[config.mk]
export PLATFORM = sky130hd
export DESIGN_NAME = ecc_bist_seq
export DESIGN_NICKNAME = d
export VERILOG_FILES = /design/src/rtl/ecc_bist_seq.sv
export SDC_FILE = /design/constraint.sdc
export NUM_CORES = 1
export LEC_CHECK = 0
export BUFFER_PORTS_ARGS = -buffer_cell sky130_fd_sc_hd__buf_2
export CORE_MARGIN = 3
export CORE_UTILIZATION = 48
export DETAILED_ROUTE_END_ITERATION = 6
export PLACE_DENSITY = 0.81
export SETUP_SLACK_MARGIN = 0.3
export SYNTH_ARGS = -nofsm -noshare
export SYNTH_HDL_FRONTEND = slang
export SYNTH_SLANG_ARGS = --single-unit
[constraint.sdc]
create_clock -name clk -period 2.6 [get_ports clk]
set_input_delay 0.26 -clock clk [delete_from_list [all_inputs] [get_ports clk]]
set_output_delay 0.26 -clock clk [all_outputs]
set_load 0.005 [all_outputs]
[src/rtl/ecc_bist_seq.sv]
// ECC built-in self-test sequencer: drives the test-module self-test strobe,
// samples its result word once per iteration and reports a run verdict.
module ecc_bist_seq #(
  parameter int unsigned SETTLE_CYC = 4,
  parameter int unsigned REPEAT_NUM = 8
) (
  input  logic        clk,
  input  logic        rst_n,
  input  logic        bist_start,
  input  logic        bist_abort,
  input  logic        ecc_enable,
  input  logic [37:0] if_data_in,
  output logic        ecc_bist3,
  output logic        bist_busy,
  output logic        bist_done,
  output logic        bist_pass,
  output logic [3:0]  bist_err_cnt,
  output logic [1:0]  bist_status
);

  localparam int unsigned CW = 4;
  localparam logic [CW-1:0] ERR_MAX = '1;
  localparam logic [1:0] ST_IDLE = 2'b00;
  localparam logic [1:0] ST_RUN  = 2'b01;
  localparam logic [1:0] ST_PASS = 2'b10;
  localparam logic [1:0] ST_FAIL = 2'b11;

  typedef enum logic [2:0] {
    S_IDLE   = 3'd0,
    S_SETUP  = 3'd1,
    S_SAMPLE = 3'd2,
    S_GAP    = 3'd3,
    S_DONE   = 3'd4
  } state_t;

  state_t          state, state_nxt;
  logic [CW-1:0]   settle_cnt, settle_nxt;
  logic [CW-1:0]   iter_cnt, iter_nxt;
  logic [CW-1:0]   err_nxt;
  logic            pass_nxt;
  logic [1:0]      status_nxt;
  logic            run_active;

  // Next-state and next-output decode; abort handling overrides the per-state result.
  always_comb begin
    state_nxt  = state;
    settle_nxt = settle_cnt;
    iter_nxt   = iter_cnt;
    err_nxt    = bist_err_cnt;
    pass_nxt   = bist_pass;
    status_nxt = bist_status;
    run_active = (state == S_SETUP) || (state == S_SAMPLE) || (state == S_GAP);

    case (state)
      S_IDLE: begin
        if (bist_start && !bist_abort) begin
          pass_nxt = 1'b0;
          if (ecc_enable) begin
            state_nxt  = S_SETUP;
            settle_nxt = '0;
            iter_nxt   = '0;
            err_nxt    = '0;
            status_nxt = ST_RUN;
          end else begin
            state_nxt  = S_DONE;
            err_nxt    = ERR_MAX;
            status_nxt = ST_FAIL;
          end
        end
      end
      S_SETUP: begin
        if (settle_cnt == CW'(SETTLE_CYC - 1)) begin
          state_nxt  = S_SAMPLE;
          settle_nxt = '0;
        end else begin
          settle_nxt = settle_cnt + CW'(1);
        end
      end
      S_SAMPLE: begin
        if ((if_data_in != '0) && (bist_err_cnt != ERR_MAX)) begin
          err_nxt = bist_err_cnt + CW'(1);
        end
        state_nxt = S_GAP;
      end
      S_GAP: begin
        iter_nxt = iter_cnt + CW'(1);
        if (iter_nxt == CW'(REPEAT_NUM)) begin
          state_nxt  = S_DONE;
          pass_nxt   = (bist_err_cnt == '0);
          status_nxt = (bist_err_cnt == '0) ? ST_PASS : ST_FAIL;
        end else begin
          state_nxt = S_SETUP;
        end
      end
      S_DONE: begin
        state_nxt = S_IDLE;
      end
      default: begin
        state_nxt = S_IDLE;
      end
    endcase

    // Losing the ECC path mid-run is handled like an explicit abort.
    if (((state != S_IDLE) && bist_abort) || (run_active && !ecc_enable)) begin
      state_nxt  = S_IDLE;
      settle_nxt = '0;
      iter_nxt   = '0;
      err_nxt    = bist_err_cnt;
      pass_nxt   = 1'b0;
      status_nxt = ST_IDLE;
    end
  end

  // State, counters and all outputs are flops loaded from the decoded next values.
  always_ff @(posedge clk or negedge rst_n) begin
    if (!rst_n) begin
      state        <= S_IDLE;
      settle_cnt   <= '0;
      iter_cnt     <= '0;
      ecc_bist3    <= 1'b0;
      bist_busy    <= 1'b0;
      bist_done    <= 1'b0;
      bist_pass    <= 1'b0;
      bist_err_cnt <= '0;
      bist_status  <= ST_IDLE;
    end else begin
      state        <= state_nxt;
      settle_cnt   <= settle_nxt;
      iter_cnt     <= iter_nxt;
      ecc_bist3    <= (state_nxt == S_SETUP) || (state_nxt == S_SAMPLE);
      bist_busy    <= (state_nxt != S_IDLE);
      bist_done    <= (state_nxt == S_DONE);
      bist_pass    <= pass_nxt;
      bist_err_cnt <= err_nxt;
      bist_status  <= status_nxt;
    end
  end

endmodule

==> Word level (Yosys, flattened, before mapping) <==
Index checks and enable logic that the tools add are counted.
{ "word_totals": {"ff_bits": 21, "latchBits": 0, "ramBits": 0, "mem_bits_ro": 0, "in_bits": 43, "output_inout_bits": 10, "word_cells": 76, "n_memories": 0} }
{ "op_classes": {"addsub": 3, "multipliers": 0, "div_mod_pow": 0, "order_cmp": 0, "eq_ne": 14, "shift": 0, "n_mux": 27, "bitwise": 1, "reduce_logical": 22} }
{ "ops": {"columns": ["operator", "n"], "rows": [
  ["$reduce_bool A38 Y1", 1],
  ["$mux W4", 8],
  ["$pmux W4 S2", 3],
  ["$mux W3", 5],
  ["$add A4 B1 Y4 const B", 3],
  ["$pmux W3 S4", 1],
  ["$reduce_bool A3 Y1", 4],
  ["$eq A3 B2 Y1 const B", 3],
  ["$reduce_and A3 Y1", 3],
  ["$mux W2", 4],
  ["$eq A3 B1 Y1 const B", 2],
  ["$ne A3 B3 Y1 const B", 2],
  ["$eq A4 B2 Y1 const B", 1],
  ["$eq A4 B4 Y1 const B", 1],
  ["$logic_and A1 B1 Y1", 4],
  ["$logic_not A4 Y1", 1],
  ["$logic_or A1 B1 Y1", 4],
  ["$mux W1", 4],
  ["$ne A4 B4 Y1 const B", 1],
  ["$pmux W2 S2", 1],
  ["$reduce_and A4 Y1", 1],
  ["$eq A3 B3 Y1 const B", 1],
  ["$logic_not A3 Y1", 1],
  ["$ne A3 B1 Y1 const B", 1],
  ["other kinds (6)", 7]
]} }

==> Depth between registers and ports, before layout <==
{ "logic_depth": {"word_depth": 8, "ltp_mapped": 6, "ltp_nobuf": 6} }

==> Worst setup path after synthesis <==
OpenSTA, ideal clock, no wires.
{ "synth_path": {"path_kind": "register -> register", "start": "reg settle_cnt[0] (netlist name)", "end": "reg bist_err_cnt[1]", "setup_time_ns": 0.125, "arrival_ns": 1.699, "slack_ns": 0.776, "path_stages_with_launch": 7, "synth_period_minus_slack_ns": 1.824, "path_cell_list": "dfrtp_1 -> ha_1 -> and4bb_1 -> and2_1 -> a221oi_2 -> a31o_4 -> mux2_4"} }
{ "synth_lines": {"columns": ["element", "line_no", "source"], "rows": [
  ["end signal, assigned", "134", "bist_err_cnt <= err_nxt;"],
  ["end, declared", "17", "output logic [3:0] bist_err_cnt,"]
]} }

==> metrics.yaml <==
logic_synthesis:
  syn_area_per_cell_um2: 9.319
  seq_area_frac_synth_pct: 38.89
  synth_most_common_cell: "dfrtp_1"
  ys.flop_type: "dfrtp_1"
  ys_types: 51
  synthCells: 145
  yosys.area.top_type_share_pct: 38.89
  yosys.area.top_type: "dfrtp_1"
  netlist_area_mm2: 0.001351
  ys.warnings.count: 0
  synth_edf_count: 0
  syn-num-nets: 192
  synth-seq-cells: 21
  async_flop_share_pct: 100.0
  synth_common_cells: "21 x dfrtp_1, 18 x nor2_1, 14 x nand2_1"
  synth_area_leaders: "dfrtp_1 39%, nor2_1 5.0%, nand2_1 3.9%, ha_1 3.7%, nor4_1 3.7%"
floorplan:
  ios: 53
  die_y_um: 59.06
  num_rows: 18
  die_w_um: 59.06
  start_util_pct: 52.63
  core-area_mm2: 0.002567
  dieArea_mm2: 0.003488
grt:
  grtUsageTotal_pct: 21.18
  grt_max_degree: 22
  first_global_vias: 1330
  grt_overflow: 0
  grt_first_pass_wirelength_um: 5630
  antenna_found_initial: 0
routing:
  wl_per_cell_um: 14.86
  via_count: 1367
  drc: 0
  drt_pre_antenna_iters: 4
  vias_per_cell: 5.996
  drt-total-wl_um: 3388
  first_iter_violations: 35
  drtAntennaViolNets: 0
clock_tree:
  clock_path_buffers: 2
  cts_resized: 0
  path_clk_slew_ps: 130
  clkLatencyLatePin_ps: 310
  cts_root_buf: "clkbuf_4"
  cts_tree: "built"
  cts.sinks: 21
  numCtsBuffers: 3
  htree_levels: 1
timing:
  clock-skew-final_ps: 12.34
  post-route-min-period_ps: 1979
  rsz0062_at_grt: "no"
  tightestPinTransition_ps: 538.5
  fin_crit_sh_pct: 76.12
  setup_viol: 0
  tns_ps: 0
  timing.fmax_ghz: 0.5053
  slew_violations: 0
  hold_viol: 0
  relSlewSlack_pct: 63.99
pwr:
  power_density_mw_per_mm2: 640.0
  ir_drop_mv: 0.5942
  p_leak_uw: 0.0008249
  finalPower_uw: 1064
cells_and_area:
  final_cells: 228
  final_layout_size_suffix_gt1_share_pct: 33.33
  nNetsFinal: 246
  syn2layout_area_growth_pct: 23.06
  antenna_cells: 0
  n_fill_cell: 208
status:
  status: "complete, no violations"
hold_path:
  hold_class: "primary input to register"
job:
  drv_cap: 0
place:
  place_hpwl_um: 2835
  gp_congestion: 0.9494
  dpl.cell_count: 223
  numPortBuffers: 52
critical_path:
  crit_type: "register to register"
  worstPathRequired_ps: 2810
  start_kind: "register"
  arrival_ps: 2190
  end_kind: "register"
  critPathMaxFanout: 4
==> cells by family after synthesis <==
kind of cell             after synthesis  share of synthesized area, %
XOR/XNOR                               2                         1.297
AO/OA/AOI/OAI                         37                         22.59
AND/OR/NAND/NOR                       64                         25.46
buffers and inverters                 12                         3.889
multiplexers                           5                         4.166
flip-flops                            21                         38.89
adder cells (fa/ha/maj)                4                         3.704
==> final cells by class <==
class	instances	area, um^2	area share (%)
inverter	8	30.03	1.806
sequential	21	525.5	31.60
multi-input combinational	112	773.2	46.50
clock buffer	4	26.28	1.580
tap	30	37.54	2.257
timing repair buffer	53	270.3	16.25
==> final timing paths <==
kind / start / cells past startpoint / slack, ps / to
worst max-delay path: settle_cnt[0]$_DFFE_PN0P_ / 6 / 620 / bist_err_cnt[1]$_DFFE_PN0P_
worst min-delay path: ecc_enable / 2 / 320 / bist_err_cnt[0]$_DFFE_PN0P_
min in group asynchronous: rst_n / 2 / 420 / settle_cnt[3]$_DFFE_PN0P_
worst min register to register: bist_status[0]$_DFFE_PN0P_ / 1 / 510 / bist_status[0]$_DFFE_PN0P_
worst max register to register: settle_cnt[0]$_DFFE_PN0P_ / 6 / 620 / bist_err_cnt[1]$_DFFE_PN0P_
max in group asynchronous: rst_n / 2 / 1860 / state[1]$_DFF_PN0_
==> power by group <==
group / switching [uW] / total, uW / leakage, uW / internal [uW]
sequential: 89.2 / 484 / 0.000272 / 394
clock: 101 / 160 / 0.0000150 / 59.8
combinational: 224 / 420 / 0.000538 / 196
total: 414 / 1060 / 0.000825 / 651
==> cell usage in the layout, fill, tap and decap left out, types with 4 or more instances in the layout <==
cell / synthesis / final
nand2_1: 14 / 14
o21ai_0: 4 / 4
buf_2: 3 / 52
nand4_1: 4 / 4
nor4_1: 8 / 8
dfrtp_1: 21 / 21
nand3_1: 5 / 5
ha_1: 4 / 4
nor2_1: 18 / 18
inv_1: 7 / 7
o21ai_1: 5 / 5
==> state kept, by name, summed over array words and instances (netlist names) <==
signal / cells
bist_pass: 1
bist_err_cnt: 4
bist_busy: 1
ecc_bist3: 1
iter_cnt: 4
settle_cnt: 4
state: 3
bist_done: 1
bist_status: 2
==> through the flow <==
stage          hold slack [ps]  instance area (um^2)  setup WS, ps  utilization (%)
2_1_floorplan           -35.59                  1351         775.9                -
3_3_place_gp             230.3                  1627         691.3            63.35
3_5_place_dp             240.9                  1627         648.6            63.35
4_1_cts                  313.9                  1663         633.2            64.77
5_1_grt                  308.9                  1663         534.3            64.77
6_report                 316.7                  1663         620.8            64.77
==> per-layer routing <==
metal  GRT usage [%]  wire length [um]  up-vias
li1                -                 -      654
met1           24.93              1322      638
met2           39.43              1742       69
met3           3.050               272        6
met4           6.149                51        0
met5               0                 0        -
==> what timing repair did <==
| item | CTS | global route |
|---|---|---|
| setup buffers | 0 | 0 |
| endpoints found under the hold margin | 21 | 0 |
| hold buffers | 1 | 0 |
==> critical path, stage by stage, from the launching register on <==
cell,delay (ps)
dfrtp_1,430
ha_1,240
and4bb_1,200
and2_1,180
a221oi_2,300
a31o_4,250
mux2_4,300
Power figures use the tool's default switching activity.
